--- config.mk ---
export PLATFORM = sky130hd
export DESIGN_NAME = systolic_feed_scheduler
export DESIGN_NICKNAME = d
export VERILOG_FILES = /design/src/rtl/systolic_feed_scheduler.sv
export SDC_FILE = /design/constraint.sdc
export NUM_CORES = 1
export LEC_CHECK = 0
export ABC_AREA = 1
export BUFFER_PORTS_ARGS = -buffer_cell sky130_fd_sc_hd__clkbuf_2
export CORE_MARGIN = 2
export CORE_UTILIZATION = 51
export DETAILED_ROUTE_END_ITERATION = 8
export HOLD_SLACK_MARGIN = 0.03
export PLACE_DENSITY = 0.8
export SETUP_SLACK_MARGIN = 0.1
export SLEW_MARGIN = 20
export SYNTH_ARGS = -nofsm -noshare
export SYNTH_HDL_FRONTEND = slang
export SYNTH_SLANG_ARGS = --single-unit
--- constraint.sdc ---
create_clock -name clk -period 2.4 [get_ports clk]
set_input_delay 0.12 -clock clk [delete_from_list [all_inputs] [get_ports clk]]
set_output_delay 0.12 -clock clk [all_outputs]
set_load 0.03 [all_outputs]
--- src/rtl/systolic_feed_scheduler.sv ---
// Skewed operand-feed sequencer for an NxN systolic array: CLEAR, FEED (with underflow stall), DRAIN, DONE.
// Optional stall performance counter enabled by defining SCHED_PERF_EN.
module systolic_feed_scheduler #(
  parameter int N     = 4,
  parameter int K     = 4,
  parameter int CNT_W = 8
) (
  input  logic         clk,
  input  logic         rst,
  input  logic         start,
  input  logic [N-1:0] a_empty,
  input  logic [N-1:0] b_empty,
  output logic [N-1:0] a_pop,
  output logic [N-1:0] b_pop,
  output logic [N-1:0] a_lane_vld,
  output logic [N-1:0] b_lane_vld,
  output logic         array_en,
  output logic         pe_clear,
  output logic         busy,
  output logic         done
`ifdef SCHED_PERF_EN
  ,
  output logic [15:0]  stall_cnt
`endif
);

  typedef enum logic [2:0] {
    S_IDLE,
    S_CLEAR,
    S_FEED,
    S_DRAIN,
    S_DONE
  } state_t;

  localparam logic [CNT_W-1:0] FEED_LAST  = CNT_W'(K + N - 2);
  localparam logic [CNT_W-1:0] DRAIN_LAST = CNT_W'(N - 1);

  state_t           state_q, state_d;
  logic [CNT_W-1:0] t_q, t_d;
  logic [N-1:0]     lane_act;
  logic             stall;

  // Lane gi is live for gi <= t < gi+K; the subtraction wraps large when t < gi.
  for (genvar gi = 0; gi < N; gi++) begin : g_lane
    assign lane_act[gi] = (({1'b0, t_q} - (CNT_W+1)'(gi)) < (CNT_W+1)'(K));
  end

  assign stall = |(lane_act & (a_empty | b_empty));

  always_ff @(posedge clk) begin
    if (rst) begin
      state_q <= S_IDLE;
      t_q     <= '0;
    end else begin
      state_q <= state_d;
      t_q     <= t_d;
    end
  end

  always_comb begin
    state_d = state_q;
    t_d     = t_q;
    case (state_q)
      S_IDLE:  if (start) state_d = S_CLEAR;
      S_CLEAR: begin
        state_d = S_FEED;
        t_d     = '0;
      end
      S_FEED: begin
        if (!stall) begin
          if (t_q == FEED_LAST) begin
            state_d = S_DRAIN;
            t_d     = '0;
          end else begin
            t_d = t_q + 1'b1;
          end
        end
      end
      S_DRAIN: begin
        if (t_q == DRAIN_LAST) begin
          state_d = S_DONE;
          t_d     = '0;
        end else begin
          t_d = t_q + 1'b1;
        end
      end
      S_DONE:  state_d = S_IDLE;
      default: state_d = S_IDLE;
    endcase
  end

  always_comb begin
    a_pop      = '0;
    b_pop      = '0;
    a_lane_vld = '0;
    b_lane_vld = '0;
    array_en   = 1'b0;
    pe_clear   = 1'b0;
    done       = 1'b0;
    busy       = (state_q != S_IDLE);
    case (state_q)
      S_CLEAR: pe_clear = 1'b1;
      S_FEED: begin
        if (!stall) begin
          a_pop      = lane_act;
          b_pop      = lane_act;
          a_lane_vld = lane_act;
          b_lane_vld = lane_act;
          array_en   = 1'b1;
        end
      end
      S_DRAIN: array_en = 1'b1;
      S_DONE:  done = 1'b1;
      default: ;
    endcase
  end

`ifdef SCHED_PERF_EN
  logic [15:0] stall_cnt_q, stall_cnt_d;

  always_comb begin
    stall_cnt_d = stall_cnt_q;
    if (state_q == S_CLEAR) begin
      stall_cnt_d = '0;
    end else if ((state_q == S_FEED) && stall && (stall_cnt_q != 16'hFFFF)) begin
      stall_cnt_d = stall_cnt_q + 16'd1;
    end
  end

  always_ff @(posedge clk) begin
    if (rst) stall_cnt_q <= '0;
    else     stall_cnt_q <= stall_cnt_d;
  end

  assign stall_cnt = stall_cnt_q;
`endif

endmodule

==> run summary <==
Area share of fa/ha/maj cells after synthesis - 8.333%
Synth Area in Compound Gates - 9.881%
Buffers on Ports - 30
Detailed-route DRC error count - 0
FF-to-FF Start - t_q[2]
Drt via density - 5.128
Met1 Usage GRT - 25.80%
Post-synthesis xor/xnor area fraction - 1.667%
Worst skew pair latency - 270 ps
Post-Synth Simple-Gate Area - 43.10%
Post-DP HPWL - 1827 um
CTS max path bufs - 2
Critical Path RT - 2280 ps
CP Data Arrival Time - 2030 ps
H-tree levels - 1
Register area - 231.5 um2
Cells along the critical path - inv_4, ha_2, inv_2, o21ai_1, nor2_1, nand3_2, nand2_2, nor2_4, nand2_4, nor3_4, clkbuf_8
CTS tree - done
Post-layout instance area - 1271 um2
Critical Path Slowest Stage Cell - dfxtp_4
Setup slack, reg-to-reg - 610 ps
Ports - 31
Largest family of logic cells by synthesized area - simple AND/OR/NAND/NOR gates
Netlist Area Pre-Place - 1051 um2
Initial Utilization - 53.57%
Pwr dens - 956.3 nW/um2
Remaining antenna violation count after routing - 0
LEAKAGE - 0.6103 nW
Library cells used by synthesis - 27
Max_cap viols - 0
Worst Hold Endpoint - t_q[0]
Hold Path Depth - 2
Min Tclk post-route - 2148 ps
Synth Flop Type - dfxtp_1
Drt first-iter violations - 40
Die Wd - 49.40 um
Area of the multi-input gates - 698.2 um2
Die ar. - 2440 um2
Pin count of the biggest net entering global routing - 10
Number of flops mapped to enable cells by yosys - 0
Commonest cells post-synth - nand2_1 (38), nor2_1 (18), nand3_1 (15), inv_1 (14), buf_4 (12)
Die Ht - 49.40 um
Crit path max fanout - 9
GRT Max-Usage Layer - met2
CP endpoint kind - output port
CTS Sinks - 11
First-pass GRT wire length - 4133 um
Share of the synthesized area in the top cell type - 20.95%
Antenna cells - 0
Placed Instance Area - 1135 um2
Seq/Total Area, Yosys - 20.95%
Reg2Reg Depth - 12
Synthesized flop and latch total - 11
Area growth from synthesis to layout - 20.95%
Inserted Clock Buffers - 3
Mean post-synth cell area - 6.569 um2
Setup CP Type - flip-flop to output port
Mux cell area share after synthesis - 0%
Fmax - 0.4656 GHz
Status - complete, no violations
Pins Over Slew Limit - 0
Initial antenna violation count - 0
Setup TNS Final - 0 ps
Synth area leaders - dfxtp_1 (21%), nand2_1 (14%), buf_4 (8.6%)
Final Cycle Share - 89.48%
Endpoints failing hold - 0
Filler cell count - 193
Yosys warns - 0
Worst VDD drop - 0.0006940 V
Worst Min Path Start - rst
Async S/R FF share, synth - 0%
Total congestion overflow - 0
Yosys top cell by area - dfxtp_1
WL/cell - 11.50 um
Initial DRT Pass Iterations - 4
RSZ-0062 raised after global routing - false
Worst-Margin Slew - 524.4 ps
Clock slew at reported path FFs - 70 ps
Worst clock skew - 2.494 ps
Slew margin rel. - 64.85%
Vias post-DR - 1082
Worst path max stage delay - 370 ps
Syn Nets - 178
Root buf cell - clkbuf_4
Share of layout cells above drive strength 1 - 38.59%
Total Wirelength - 2426 um
HP Class - input pin to flip-flop
CORE AREA - 1962 um2
Setup violators final - 0
Most frequent cell after synthesis - nand2_1
Placer Congestion - 0.8289
Met3 GRT Util - 4.908%
Vias in the first global route - 983
Nets - 203
Num rows - 16
Met2 global-route usage - 36.94%
Mapped Cells - 160
Launching element type of the critical path - flip-flop
Total Routing Usage GR - 21.42%
Crit Reg-Reg Endpoint - t_q[1]
-- final cells by class --
class	count	share of cell area, %
multi-input cells	118	54.92
flip-flops and latches	11	18.21
repair buffers	34	16.93
inverters	17	5.217
well taps	27	2.657
clock buffers	4	2.067
-- per-layer routing --
layer  wire length (um)  vias up  share of wire (%)
li1                   -      554                  -
met1               1032      474                 43
met2               1152       49                 47
met3                204        5                8.4
met4                 36        0                1.5
met5                  0        -                  0
-- how the worst max path moves through the flow --
stage,start,to,slack (ps),cells after the start
2_1_floorplan,t_q[1],a_pop[2],150,12
3_3_place_gp,t_q[2],a_lane_vld[2],380,12
3_5_place_dp,t_q[1],b_lane_vld[2],280,12
4_1_cts,t_q[2],a_lane_vld[0],120,11
5_1_grt,t_q[0],a_lane_vld[0],90,12
6_report,t_q[2],a_lane_vld[0],250,11
-- cell usage in the layout (no fill, tap or decap), types with 5 or more instances in the layout --
cell type  netlist  routed
nand4_1          5       5
nand2_1         38      37
clkbuf_2         0      26
inv_1           14      12
nor2_2           2       5
ha_1             7       6
dfxtp_1         11       8
a21oi_1          6       6
nor2_1          18      14
nand3_1         15      15
-- cells by family (layout without fill, tap and decap cells) --
logic type	after synthesis	after routing
compound gates	14	14
xor+xnor	2	2
fa+ha+maj	7	7
buf+inv	31	55
flops	11	11
simple gates	95	95
-- where the power goes --
group / leakage, nW / internal, mW / switching (mW)
clock: 0.0150 / 0.0644 / 0.0640
sequential: 0.0918 / 0.229 / 0.0692
combinational: 0.503 / 0.276 / 0.513
-- repair_timing --
item | CTS | global route
setup buffers | 1 | 3
hold buffers | 0 | 0
gates resized for setup | 20 | 7
setup endpoints to repair | 16 | 17
pin swaps | 1 | 1
-- worst max-delay path: cells and delay by family (launching register included) --
family          cells  cell delay [ps]
flops               1              370
compound gates      1              120
fa+ha+maj           1              200
buf+inv             3              370
simple gates        6              690
-- flip-flops by register name, indices dropped and copies added (netlist names) --
name     cells
t_q          8
state_q      3
-- per-stage QoR --
stage | worst slack (ps) | utilization (%) | cells | total power [mW] | hold WS, ps
after floorplan | 148.5 | - | 160 | 0.8656 | 435.7
after global placement | 384.7 | 57.84 | 203 | 0.9799 | 441.2
after detailed placement | 276.7 | 57.84 | 203 | 0.9863 | 448.9
after CTS | 118.0 | 62.76 | 208 | 1.165 | 153.5
after global routing | 94.97 | 64.80 | 211 | 1.328 | 170.9
final | 252.4 | 64.80 | 211 | 1.216 | 157.2
No activity file was read; power rests on OpenSTA's default activity.
